===== config.mk =====
export PLATFORM = sky130hd
export DESIGN_NAME = fetch_sequencer
export DESIGN_NICKNAME = d
export VERILOG_FILES = /design/src/rtl/fetch_sequencer.sv
export SDC_FILE = /design/constraint.sdc
export NUM_CORES = 1
export LEC_CHECK = 0
export ABC_AREA = 1
export CAP_MARGIN = 30
export CELL_PAD_IN_SITES_DETAIL_PLACEMENT = 0
export CELL_PAD_IN_SITES_GLOBAL_PLACEMENT = 1
export CORE_MARGIN = 1
export CORE_UTILIZATION = 34
export CTS_BUF_LIST = sky130_fd_sc_hd__clkbuf_4 sky130_fd_sc_hd__clkbuf_8
export DETAILED_ROUTE_END_ITERATION = 6
export PLACE_DENSITY = 0.9
export RECOVER_POWER = 25
export SYNTH_ARGS = -nofsm -noshare
export SYNTH_HDL_FRONTEND = slang
export SYNTH_SLANG_ARGS = --single-unit

===== constraint.sdc =====
create_clock -name clk -period 1.8 [get_ports clk]
set_input_delay 0.36 -clock clk [delete_from_list [all_inputs] [get_ports clk]]
set_output_delay 0.36 -clock clk [all_outputs]
set_load 0.01 [all_outputs]

===== src/rtl/fetch_sequencer.sv =====
// fetch_sequencer: instruction-fetch front end for the RV32I pipeline.
// Owns the fetch PC, issues one request at a time to a variable-latency
// instruction memory, drops responses made stale by EX-stage redirects and
// maintains the IF/ID pipeline register (stall hold, flush, bubbles).
module fetch_sequencer #(
    parameter logic [31:0] RESET_PC = 32'h0000_0000,
    parameter logic [31:0] NOP_INST = 32'h0000_0013
) (
    input  logic        clk,
    input  logic        rst,
    input  logic        stallD,
    input  logic        PCSrcE,
    input  logic [31:0] PCTargetE,
    output logic        imem_req,
    output logic [31:0] imem_addr,
    input  logic        imem_ready,
    input  logic        imem_rvalid,
    input  logic [31:0] imem_rdata,
    output logic [31:0] instD,
    output logic [31:0] PCD,
    output logic [31:0] PCPlus4D,
    output logic        validD,
    output logic        stallF
);

    // REQ: request driven; WAIT: response pending; HOLD: response parked in
    // the skid buffer while decode stalls; FLUSH: pending response is stale.
    localparam logic [1:0] REQ   = 2'd0;
    localparam logic [1:0] WAIT  = 2'd1;
    localparam logic [1:0] HOLD  = 2'd2;
    localparam logic [1:0] FLUSH = 2'd3;

    logic [1:0]  state_q;
    logic [1:0]  state_d;
    logic [31:0] pc_q;
    logic [31:0] pc_d;
    logic [31:0] skid_q;
    logic        handshake;
    logic        deliver;
    logic        capture;
    logic [31:0] deliver_word;

    // The request is suppressed during the reset cycle itself.
    assign imem_req  = (state_q == REQ) && !rst;
    assign imem_addr = {pc_q[31:2], 2'b00};
    assign handshake = imem_req && imem_ready;
    assign stallF    = !((state_q == REQ) && imem_ready);

    // Next-state decode: where to go, and whether a word is handed to IF/ID.
    // NOTE: every always_comb output gets a default first so no path leaves it unassigned and no latch is inferred.
    always_comb begin
        state_d      = state_q;
        deliver      = 1'b0;
        capture      = 1'b0;
        deliver_word = imem_rdata;
        case (state_q)
            REQ: begin
                if (handshake) begin
                    state_d = PCSrcE ? FLUSH : WAIT;
                end
            end
            WAIT: begin
                if (imem_rvalid) begin
                    if (PCSrcE) begin
                        state_d = REQ;
                    end else if (!stallD) begin
                        deliver = 1'b1;
                        state_d = REQ;
                    end else begin
                        capture = 1'b1;
                        state_d = HOLD;
                    end
                end else if (PCSrcE) begin
                    state_d = FLUSH;
                end
            end
            HOLD: begin
                if (PCSrcE) begin
                    state_d = REQ;
                end else if (!stallD) begin
                    deliver      = 1'b1;
                    deliver_word = skid_q;
                    state_d      = REQ;
                end
            end
            FLUSH: begin
                if (imem_rvalid) begin
                    state_d = REQ;
                end
            end
            default: state_d = REQ;
        endcase
    end

    // A redirect always wins; otherwise the PC advances (mod 2^32) once its word is delivered.
    always_comb begin
        pc_d = pc_q;
        if (PCSrcE) begin
            pc_d = PCTargetE & ~32'h3;
        end else if (deliver) begin
            pc_d = pc_q + 32'd4;
        end
    end

    // Fetch control state: FSM, PC and the skid buffer for stalled responses.
    // NOTE: sequential state uses non-blocking assignments so every register samples pre-edge values.
    always_ff @(posedge clk) begin
        if (rst) begin
            state_q <= REQ;
            pc_q    <= RESET_PC;
            // NOTE: the skid data is cleared too, although HOLD is its only valid flag, to keep it X-free after reset.
            skid_q  <= 32'd0;
        end else begin
            state_q <= state_d;
            pc_q    <= pc_d;
            if (capture) begin
                skid_q <= imem_rdata;
            end
        end
    end

    // IF/ID register: reset, then redirect bubble, then stall hold, then delivery, else bubble.
    always_ff @(posedge clk) begin
        if (rst) begin
            instD    <= NOP_INST;
            PCD      <= 32'd0;
            PCPlus4D <= 32'd0;
            validD   <= 1'b0;
        end else if (PCSrcE) begin
            instD  <= NOP_INST;
            validD <= 1'b0;
        end else if (stallD) begin
            instD    <= instD;
            PCD      <= PCD;
            PCPlus4D <= PCPlus4D;
            validD   <= validD;
        end else if (deliver) begin
            instD    <= deliver_word;
            PCD      <= pc_q;
            PCPlus4D <= pc_q + 32'd4;
            validD   <= 1'b1;
        end else begin
            instD  <= NOP_INST;
            validD <= 1'b0;
        end
    end

endmodule


# Yosys cells after proc, flatten, opt, wreduce, memory -nomap -nowiden
# Index checks and enable logic that the tools add are counted.
word_totals:
  n_memories: 0
  ff_bits: 163
  ramBits: 0
  word_cells: 51
  latch_bits: 0
  in_bits: 70
  mem_bits_ro: 0
op_classes:
  n_reduce_logical: 10
  shift: 0
  n_mux: 23
  div_mod_pow: 0
  mul: 0
  eq_ne: 7
  n_bitwise: 2
  magnitude_cmp: 0
  addsub: 1
ops:
  columns: ["operator", "n"]
  rows:
  - ["$mux 32", 4]
  - ["$add 32x3->32 const B", 1]
  - ["$mux 2", 9]
  - ["$mux 1", 8]
  - ["$pmux 2 s4", 1]
  - ["$ne 3x3->1 const B", 2]
  - ["$eq 2x2->1 const B", 2]
  - ["$ne 2x2->1 const B", 2]
  - ["$reduce_and 4->1", 1]
  - ["$logic_and 1x1->1", 3]
  - ["$reduce_and 3->1", 1]
  - ["$eq 2x1->1 const B", 1]
  - ["$logic_not 1->1", 2]
  - ["$logic_not 2->1", 1]
  - ["$not 1->1", 2]
  - ["$pmux 1 s2", 1]
  - ["$reduce_bool 2->1", 1]
  - ["$reduce_or 2->1", 1]

# Logic depth before layout (Yosys ltp)
# Gate-level depths: netlist of run 1.
logic_depth:
  ltp_word: 6
  mapped_depth: 11
  mapped_depth_nobuf: 9

# Least setup slack after synthesis of run 1
# Ideal clock, no wire load.
synth_path:
  path_kind: "reg2reg"
  start: "register state_q[0]"
  end: "register pc_q[22]"
  path_buffers: 2
  path_stages_with_launch: 12
  arrival_time_ps: 1503
  path_slack_ps: 228
  cell_sequence: "dfxtp_1 -> inv_1 -> ha_1 -> buf_2 -> inv_2 -> nand2_1 -> nand3_4 -> nand2_2 -> buf_2 -> o21ai_0 -> nand2_1 -> o21ai_1"
synth_via:
  elab_chain_cells: 3
  elab_cells_between_ends: 4
synth_rtl:
  columns: ["item", "line", "rtl"]
  rows:
  - ["start: declaration", "33", "logic [1:0] state_q;"]
  - ["start signal: assignment", "114", "state_q <= state_d;"]
  - ["$eq 2x2->1 / $eq 2x1->1 (equally long branches)", "56", "case (state_q)"]
  - ["$pmux 1 s2 (*)", "56", null]
  - ["$reduce_bool 2->1 (no line) (*)", null, null]
  - ["end signal: assignment", "115", "pc_q <= pc_d;"]
  - ["end: declaration", "35", "logic [31:0] pc_q;"]
# Every way passes the cells marked *; elsewhere a longest branch is shown, timed or not.
# A chain may end at the register's enable or synchronous reset.

# Final worst setup path of run 1
layout_path:
  start: "register pc_q[15]"
  end: "output port imem_addr[15]"
layout_lines:
  columns: ["item", "line", "rtl"]
  rows:
  - ["end: declaration", "15", "output logic [31:0] imem_addr,"]
# No word-level cell between the ends.

==> impl_metrics.yaml, run 1 <==
worst_setup_path:
  critPathSlowestCell: "clkdlybuf4s50_1"
  worstSetupPathType: "reg2out"
  path_buf_inv: 1
  critical_path_arrival_ps: 1390
  critPathCaptureType: "output port"
  rrSetupSlack_ps: 150
  cp_data_required_time_ps: 1440
  worstSetupStartpointType: "flop"
  crit_path_cell_trace: "clkdlybuf4s50_1"
  critPathMaxStageDelay_ps: 550
  crit_family: "buffers and inverters"
  path_max_fanout: 5
sta:
  setup_ws_ps: 49.0
  finClkSkew_ps: 11.5
  maxSlewViolCount: 0
  period_minus_slack_ps: 1750
  finalHoldViolCount: 0
  max_freq_ghz: 0.571
  finalSetupTns_ps: 0
  final.period_utilization_pct: 97.3
  setup_viol: 0
  rsz0062_at_grt: "yes"
cts:
  cts_num_sinks: 157
  cts_tree: "yes"
  post_cts_buffers: 0
  clock_path_buffers: 2
  clock_latency_ps: 460
  clkTransAtPathRegs_ps: 90
  cts_buffers: 17
  root_buffer: "clkbuf_8"
  cts_htree_levels: 4
  ctsHoldBuffers: 0
final_layout:
  drive_gt1_share_pct: 9.60
  fin_nets: 1251
  stdcell_count: 1455
  area_delta_synth_final_pct: 41.8
grt:
  grt_pass1_vias: 6639
  grt_usage_pct: 21.2
  gr-total-overflow: 0
  grt_pass1_wl_um: 33700
  grt_max_degree: 67
  antenna_found_initial: 1
floorplanning:
  die_area_mm2: 0.0207
  die_x_um: 144
  initial_core_util_pct: 34.9
  coreArea_mm2: 0.0196
  die_h_um: 144
  boundaryPins: 201
  rows: 51
synth:
  post_synth_num_cell_types: 32
  yosysTopAreaCell: "dfxtp_1"
  syn_inst: 976
  synth_most_common_cell: "nand2_1"
  ys_seq_area_share_pct: 46.0
  yosysWarnings: 0
  synth_area_leaders: "dfxtp_1, nand2_1, a21oi_1, o21ai_0, nor2_1"
  yosys.area.top_type_share_pct: 46.0
  ys_ff_latch: 157
  synth_edf_count: 0
  syn_area_mm2: 0.00684
  synth_flop_cell: "dfxtp_1"
  synth.avg_cell_area_um2: 7.00
  async_flop_share_pct: 0
  synthTopCellsByCount: "nand2_1, dfxtp_1, a21oi_1"
power:
  pwr-share-clk_pct: 32.0
  p_int_mw: 5.83
  power_leakage_nw: 3.71
  peakVddDrop_mv: 0.427
  p_sw_share_pct: 30.9
  powerDensity_mw_per_mm2: 871
  p_seq_share_pct: 45.5
  power_switching_mw: 2.61
  combPwrFrac_pct: 22.5
placement:
  place_ws_ps: -121
  routabilityCongestion: 0.860
  dp_hpwl_um: 15300
  io_buffers: 192
  dp_cells: 1421
status:
  status: "complete, no violations"
flow_run:
  maxCapViolations: 0
routing:
  drt_iter0_markers: 348
  drc: 0
  drt_first_pass_iters: 4
  post_drt_wl_per_cell_um: 14.5
  viasPerCell: 4.78
  num_vias: 6951
  wirelength_um: 21100
  drtAntennaViolNets: 0
min_path:
  hold_path.class: "in2reg"
placed cells by master, fill, tap and decap left out, types with 4 or more instances in the layout:
master	n
nor2_1	68
o21ai_0	92
inv_2	6
nand2_2	4
nand3_1	40
a21oi_1	110
buf_12	13
dfxtp_2	10
clkdlybuf4s50_1	152
clkbuf_1	5
nand2_1	292
xor2_1	4
clkdlybuf4s25_1	13
conb_1	6
ha_1	4
buf_4	28
a31oi_1	9
dlygate4sd2_1	17
dlymetal6s2s_1	4
dfxtp_1	146
inv_1	59
clkbuf_8	19
nor2_2	5
buf_2	4
o21ai_1	45
per-layer routing:
metal / GRT usage [%] / wire length, um / share of wire [%] / vias to the layer above
met4: 8.79 / 537 / 2.5 / 0
met1: 26.1 / 9510 / 45 / 3146
met3: 6.63 / 1560 / 7.4 / 33
met5: 0 / 0 / 0 / -
li1: - / - / - / 3566
met2: 34.2 / 9530 / 45 / 206
power by group through the flow:
stage | logic (mW) | clock network, mW | registers [mW]
floorplan | 0.997 | 0 | 3.95
global placement | 1.92 | 0 | 3.91
detailed placement | 1.94 | 0 | 3.91
CTS | 1.93 | 2.79 | 3.85
global route | 2.09 | 2.92 | 3.87
finish | 1.89 | 2.70 | 3.84
cell families after synthesis:
| group | Yosys count | synth area share, % |
|---|---|---|
| compound gates | 259 | 19.2 |
| xor+xnor | 4 | 0.512 |
| simple gates | 419 | 24.8 |
| other cells | 1 | 0.0549 |
| buf+inv | 130 | 8.35 |
| flops | 157 | 46.0 |
| fa+ha+maj | 6 | 1.10 |
stage by stage:
stage                     cell area [um^2]  power (mW)  hold WS, ps  utilization, %
after detailed placement              9320        5.85          456            47.6
after CTS                             9720        8.56          304            49.6
after floorplan                       6860        4.94          465               -
after global placement                9320        5.83          446            47.6
after global routing                  9690        8.89          329            49.5
final                                 9690        8.44          330            49.5
worst paths after layout:
| check | from | endpoint | depth (start not counted) |
|---|---|---|---|
| setup / recovery | pc_q[15] | imem_addr[15] | 1 |
| hold / removal | rst | instD[1] | 4 |
| setup reg to reg | pc_q[2] | PCPlus4D[29] | 9 |
| hold reg to reg | instD[31] | instD[31] | 2 |
registers in the layout, indices dropped and copies added, names as in the netlist:
name	flops
skid_q	32
pc_q	30
state_q	2
instD	32
PCD	30
PCPlus4D	30
validD	1
timing repair:
item | CTS | global route
pin swaps | 0 | 0
gates resized for setup | 46 | 27
setup endpoints to repair | 31 | 43
cell type report:
type / instances / area, um^2
clock inverter: 12 / 136
tap: 265 / 332
timing repair buffer: 237 / 2370
inverter: 68 / 260
clock buffer: 20 / 269
fill: 1982 / 9900
multi-input combinational: 694 / 3160
sequential: 157 / 3160
antenna: 2 / 5.00
Note: power is estimated with default switching activity, not from simulation.
==> run 2: changes to the inputs <==
- CAP_MARGIN: 30 -> 20
- PLACE_DENSITY: 0.9 -> unset
- PLACE_DENSITY_LB_ADDON: unset -> 0.3
==> impl_metrics.yaml, run 2 (synthesis results as in run 1) <==
status:
  status: "complete, no violations"
floorplanning:
  rows: 51
  die_area_mm2: 0.0207
  initial_core_util_pct: 34.9
  boundaryPins: 201
  coreArea_mm2: 0.0196
  die_x_um: 144
  die_h_um: 144
cts:
  clock_path_buffers: 2
  ctsHoldBuffers: 0
  cts_tree: "yes"
  cts_htree_levels: 4
  cts_num_sinks: 157
  clock_latency_ps: 450
  root_buffer: "clkbuf_8"
  clkTransAtPathRegs_ps: 90
  cts_buffers: 17
power:
  p_sw_share_pct: 31.4
  p_int_mw: 5.70
  peakVddDrop_mv: 0.697
  pwr-share-clk_pct: 30.8
  power_leakage_nw: 3.72
  power_switching_mw: 2.60
  combPwrFrac_pct: 22.9
  powerDensity_mw_per_mm2: 862
  p_seq_share_pct: 46.2
routing:
  drt_iter0_markers: 314
  drtAntennaViolNets: 0
  drc: 0
  wirelength_um: 21500
  drt_first_pass_iters: 5
  post_drt_wl_per_cell_um: 14.8
  num_vias: 6828
  viasPerCell: 4.70
grt:
  grt_pass1_wl_um: 33800
  grt_pass1_vias: 6418
  antenna_found_initial: 2
  grt_max_degree: 62
  gr-total-overflow: 0
  grt_usage_pct: 21.3
final_layout:
  drive_gt1_share_pct: 9.52
  area_delta_synth_final_pct: 40.9
  top_regs: "instD x32, skid_q x32"
  fin_nets: 1250
  final_common_cell: "nand2_1"
  final_cell_mix: "nand2_1, clkdlybuf4s50_1, dfxtp_1"
sta:
  maxSlewViolCount: 0
  finClkSkew_ps: 12.8
  rsz0062_at_grt: "yes"
  final.period_utilization_pct: 97.4
  finalSetupTns_ps: 0
  period_minus_slack_ps: 1750
  finalHoldViolCount: 0
  setup_ws_ps: 45.9
  setup_viol: 0
  max_freq_ghz: 0.570
min_path:
  whs_endpoint: "PCPlus4D[28]"
  hold_start: "rst"
  hold_path.class: "in2reg"
  whs_path_depth: 3
placement:
  place_ws_ps: -162
  dp_hpwl_um: 15100
  io_buffers: 192
  routabilityCongestion: 0.828
worst_setup_path:
  reg2regPathDepth: 9
  worstSetupPathType: "reg2out"
  path_buf_inv: 1
  cp_data_required_time_ps: 1440
  worstReg2RegStart: "state_q[1]"
  reg2reg_to: "skid_q[4]"
  worstSetupStartpointType: "flop"
  critPathCaptureType: "output port"
  critical_path_arrival_ps: 1390
  crit_family: "buffers and inverters"
  crit_path_cell_trace: "clkdlybuf4s50_1"
  critPathSlowestCell: "clkdlybuf4s50_1"
  critPathMaxStageDelay_ps: 550
  rrSetupSlack_ps: 130
  path_max_fanout: 5
flow_run:
  maxCapViolations: 0
-- run 2: cell count changes in the layout (fill, tap and decap cells not counted), moves of 2 or more --
cell and change:
buf_12 -3, clkbuf_2 +2, clkdlybuf4s25_1 -6, clkdlybuf4s50_1 +7
dfxtp_2 -2, dlygate4sd2_1 -5, dlymetal6s2s_1 +3, o21ai_0 -4
o21ai_1 +4
-- run 2: worst max-delay path by stage --
stage               start  cells after the start       endpoint
2_1_floorplan  state_q[0]                     11       pc_q[22]
4_1_cts           pc_q[7]                      1   imem_addr[7]
3_3_place_gp       PCSrcE                      7   PCPlus4D[24]
3_5_place_dp       PCSrcE                      7   PCPlus4D[24]
5_1_grt           pc_q[2]                      9       pc_q[20]
6_report         pc_q[12]                      1  imem_addr[12]
-- run 2: per-layer routing --
layer	routed length, um	track usage (%)	vias to the layer above
li1	-	-	3541
met1	9770	27.0	3101
met2	10000	35.4	171
met3	1470	5.76	15
met4	197	5.43	0
met5	0	0	-
-- run 2: metrics by stage --
stage                     instances  utilization, %  hold slack (ps)  power (mW)  cell area, um^2
final                          1453            49.2              332        8.30             9640
after global routing           1452            49.2              323        8.77             9630
after CTS                      1450            49.1              296        8.43             9620
after detailed placement       1418            47.1              451        5.87             9230
after global placement         1418            47.1              446        5.86             9230
after floorplan                 981               -              465        4.94             6860
-- run 2: final cells by class --
cell class | instances | area (um^2)
fill | 2048 | 9950
sequential | 157 | 3160
multi-input combinational | 694 | 3150
clock inverter | 12 | 111
timing repair buffer | 236 | 2350
tap | 265 | 332
inverter | 68 | 258
antenna | 1 | 2.50
clock buffer | 20 | 269
-- run 2: what timing repair did --
item,CTS,global route
resized for setup,42,27
endpoints found under the setup margin,29,49
gates cloned,0,1
buffers inserted,0,1
pin swaps,0,1
hold endpoints to repair,0,0
-- run 2: power groups by stage --
stage	logic, mW	registers (mW)	clock network (mW)
floorplan	0.997	3.95	0
global placement	1.95	3.91	0
detailed placement	1.96	3.91	0
CTS	1.95	3.84	2.64
global route	2.13	3.87	2.78
finish	1.90	3.84	2.56
==> run 3: changes to the inputs <==
- SKIP_LAST_GASP: unset -> 1
==> impl_metrics.yaml, run 3 (synthesis results as in run 1) <==
status:
  status: "complete, no violations"
placement:
  routabilityCongestion: 0.828
  dp_hpwl_um: 15100
  io_buffers: 192
  place_ws_ps: -162
grt:
  grt_max_degree: 62
  grt_usage_pct: 21.3
  antenna_found_initial: 2
  gr-total-overflow: 0
  grt_pass1_vias: 6418
  grt_pass1_wl_um: 33800
sta:
  finClkSkew_ps: 14.4
  finalHoldViolCount: 0
  period_minus_slack_ps: 1750
  finalSetupTns_ps: 0
  rsz0062_at_grt: "yes"
  setup_ws_ps: 46.8
  final.period_utilization_pct: 97.4
  setup_viol: 0
  maxSlewViolCount: 0
  max_freq_ghz: 0.570
worst_setup_path:
  critPathMaxStageDelay_ps: 550
  critPathSlowestCell: "clkdlybuf4s50_1"
  reg2regPathDepth: 9
  critical_path_arrival_ps: 1390
  worstSetupStartpointType: "flop"
  cp_data_required_time_ps: 1440
  path_max_fanout: 5
  critPathCaptureType: "output port"
  worstSetupPathType: "reg2out"
  path_buf_inv: 1
  crit_path_cell_trace: "clkdlybuf4s50_1"
  crit_family: "buffers and inverters"
  cp.depth: 1
routing:
  num_vias: 6866
  drt_first_pass_iters: 7
  viasPerCell: 4.72
  wirelength_um: 21600
  drtAntennaViolNets: 0
  drt_iter0_markers: 350
  drc: 0
  post_drt_wl_per_cell_um: 14.9
floorplanning:
  die_area_mm2: 0.0207
  die_h_um: 144
  initial_core_util_pct: 34.9
  boundaryPins: 201
  rows: 51
  coreArea_mm2: 0.0196
  die_x_um: 144
cts:
  ctsHoldBuffers: 0
  clock_latency_ps: 460
  clock_path_buffers: 2
  cts_buffers: 17
  cts_tree: "yes"
  root_buffer: "clkbuf_8"
  cts_num_sinks: 157
  clkTransAtPathRegs_ps: 90
  cts_htree_levels: 4
power:
  finalPower_mw: 8.35
  power_leakage_nw: 3.81
  powerDensity_mw_per_mm2: 860
  peakVddDrop_mv: 0.753
final_layout:
  area_delta_synth_final_pct: 42.0
  top_regs: "instD x32, skid_q x32"
  final_common_cell: "nand2_1"
  fin_util_pct: 49.6
  final_cell_mix: "nand2_1, clkdlybuf4s50_1, dfxtp_1"
  drive_gt1_share_pct: 9.93
  fin_nets: 1251
min_path:
  hold_path.class: "in2reg"
  whs_path_depth: 3
flow_run:
  maxCapViolations: 0
-- run 3: cell types whose count changed in the layout (fill, tap and decap cells not counted), moves of 2 or more --
cell	previous run	this run
dfxtp_1	147	141
dfxtp_2	8	14
buf_4	28	32
clkbuf_1	6	3
dlymetal6s2s_1	7	10
clkbuf_2	2	0
clkdlybuf4s25_1	7	5
nor2_2	6	4
-- run 3: final cells by class --
class                   count  area, um^2
diodes                      1        2.50
clock buffers              20         269
clock inverters            12         111
fillers                  2032        9880
inverters                  68         260
multi-input cells         694        3160
flip-flops and latches    157        3170
well taps                 265         332
repair buffers            237        2410
-- run 3: what timing repair did --
| action | 4_1_cts | 5_1_grt |
|---|---|---|
| endpoints found under the setup margin | 29 | 47 |
| pin swaps | 0 | 1 |
| cloned | 0 | 2 |
| gates resized for setup | 39 | 27 |
| setup buffers | 0 | 1 |
-- run 3: worst paths after layout --
check / from / endpoint / slack, ps
max: pc_q[12] / imem_addr[12] / 50
min: rst / PCPlus4D[28] / 330
max reg2reg: state_q[1] / skid_q[2] / 130
min reg2reg: instD[31] / instD[31] / 460
-- run 3: routing by layer --
layer	track usage, %	share of wire (%)	vias to the layer above
met4	5.43	0.96	0
li1	-	-	3543
met3	5.80	6.6	16
met5	0	0	-
met2	35.3	46	175
met1	27.0	46	3132
-- run 3: power by group --
group | switching (mW) | leakage [nW] | internal (mW) | total (mW)
registers | 0.150 | 1.28 | 3.69 | 3.84
logic | 1.10 | 2.34 | 0.854 | 1.95
clock network | 1.37 | 0.189 | 1.19 | 2.56
total | 2.62 | 3.81 | 5.73 | 8.35
-- run 3: per-stage QoR --
| stage | cells | hold slack, ps | instance area (um^2) |
|---|---|---|---|
| floorplan | 981 | 465 | 6860 |
| global placement | 1418 | 446 | 9230 |
| detailed placement | 1418 | 451 | 9230 |
| CTS | 1450 | 296 | 9620 |
| global route | 1453 | 323 | 9710 |
| finish | 1454 | 333 | 9710 |
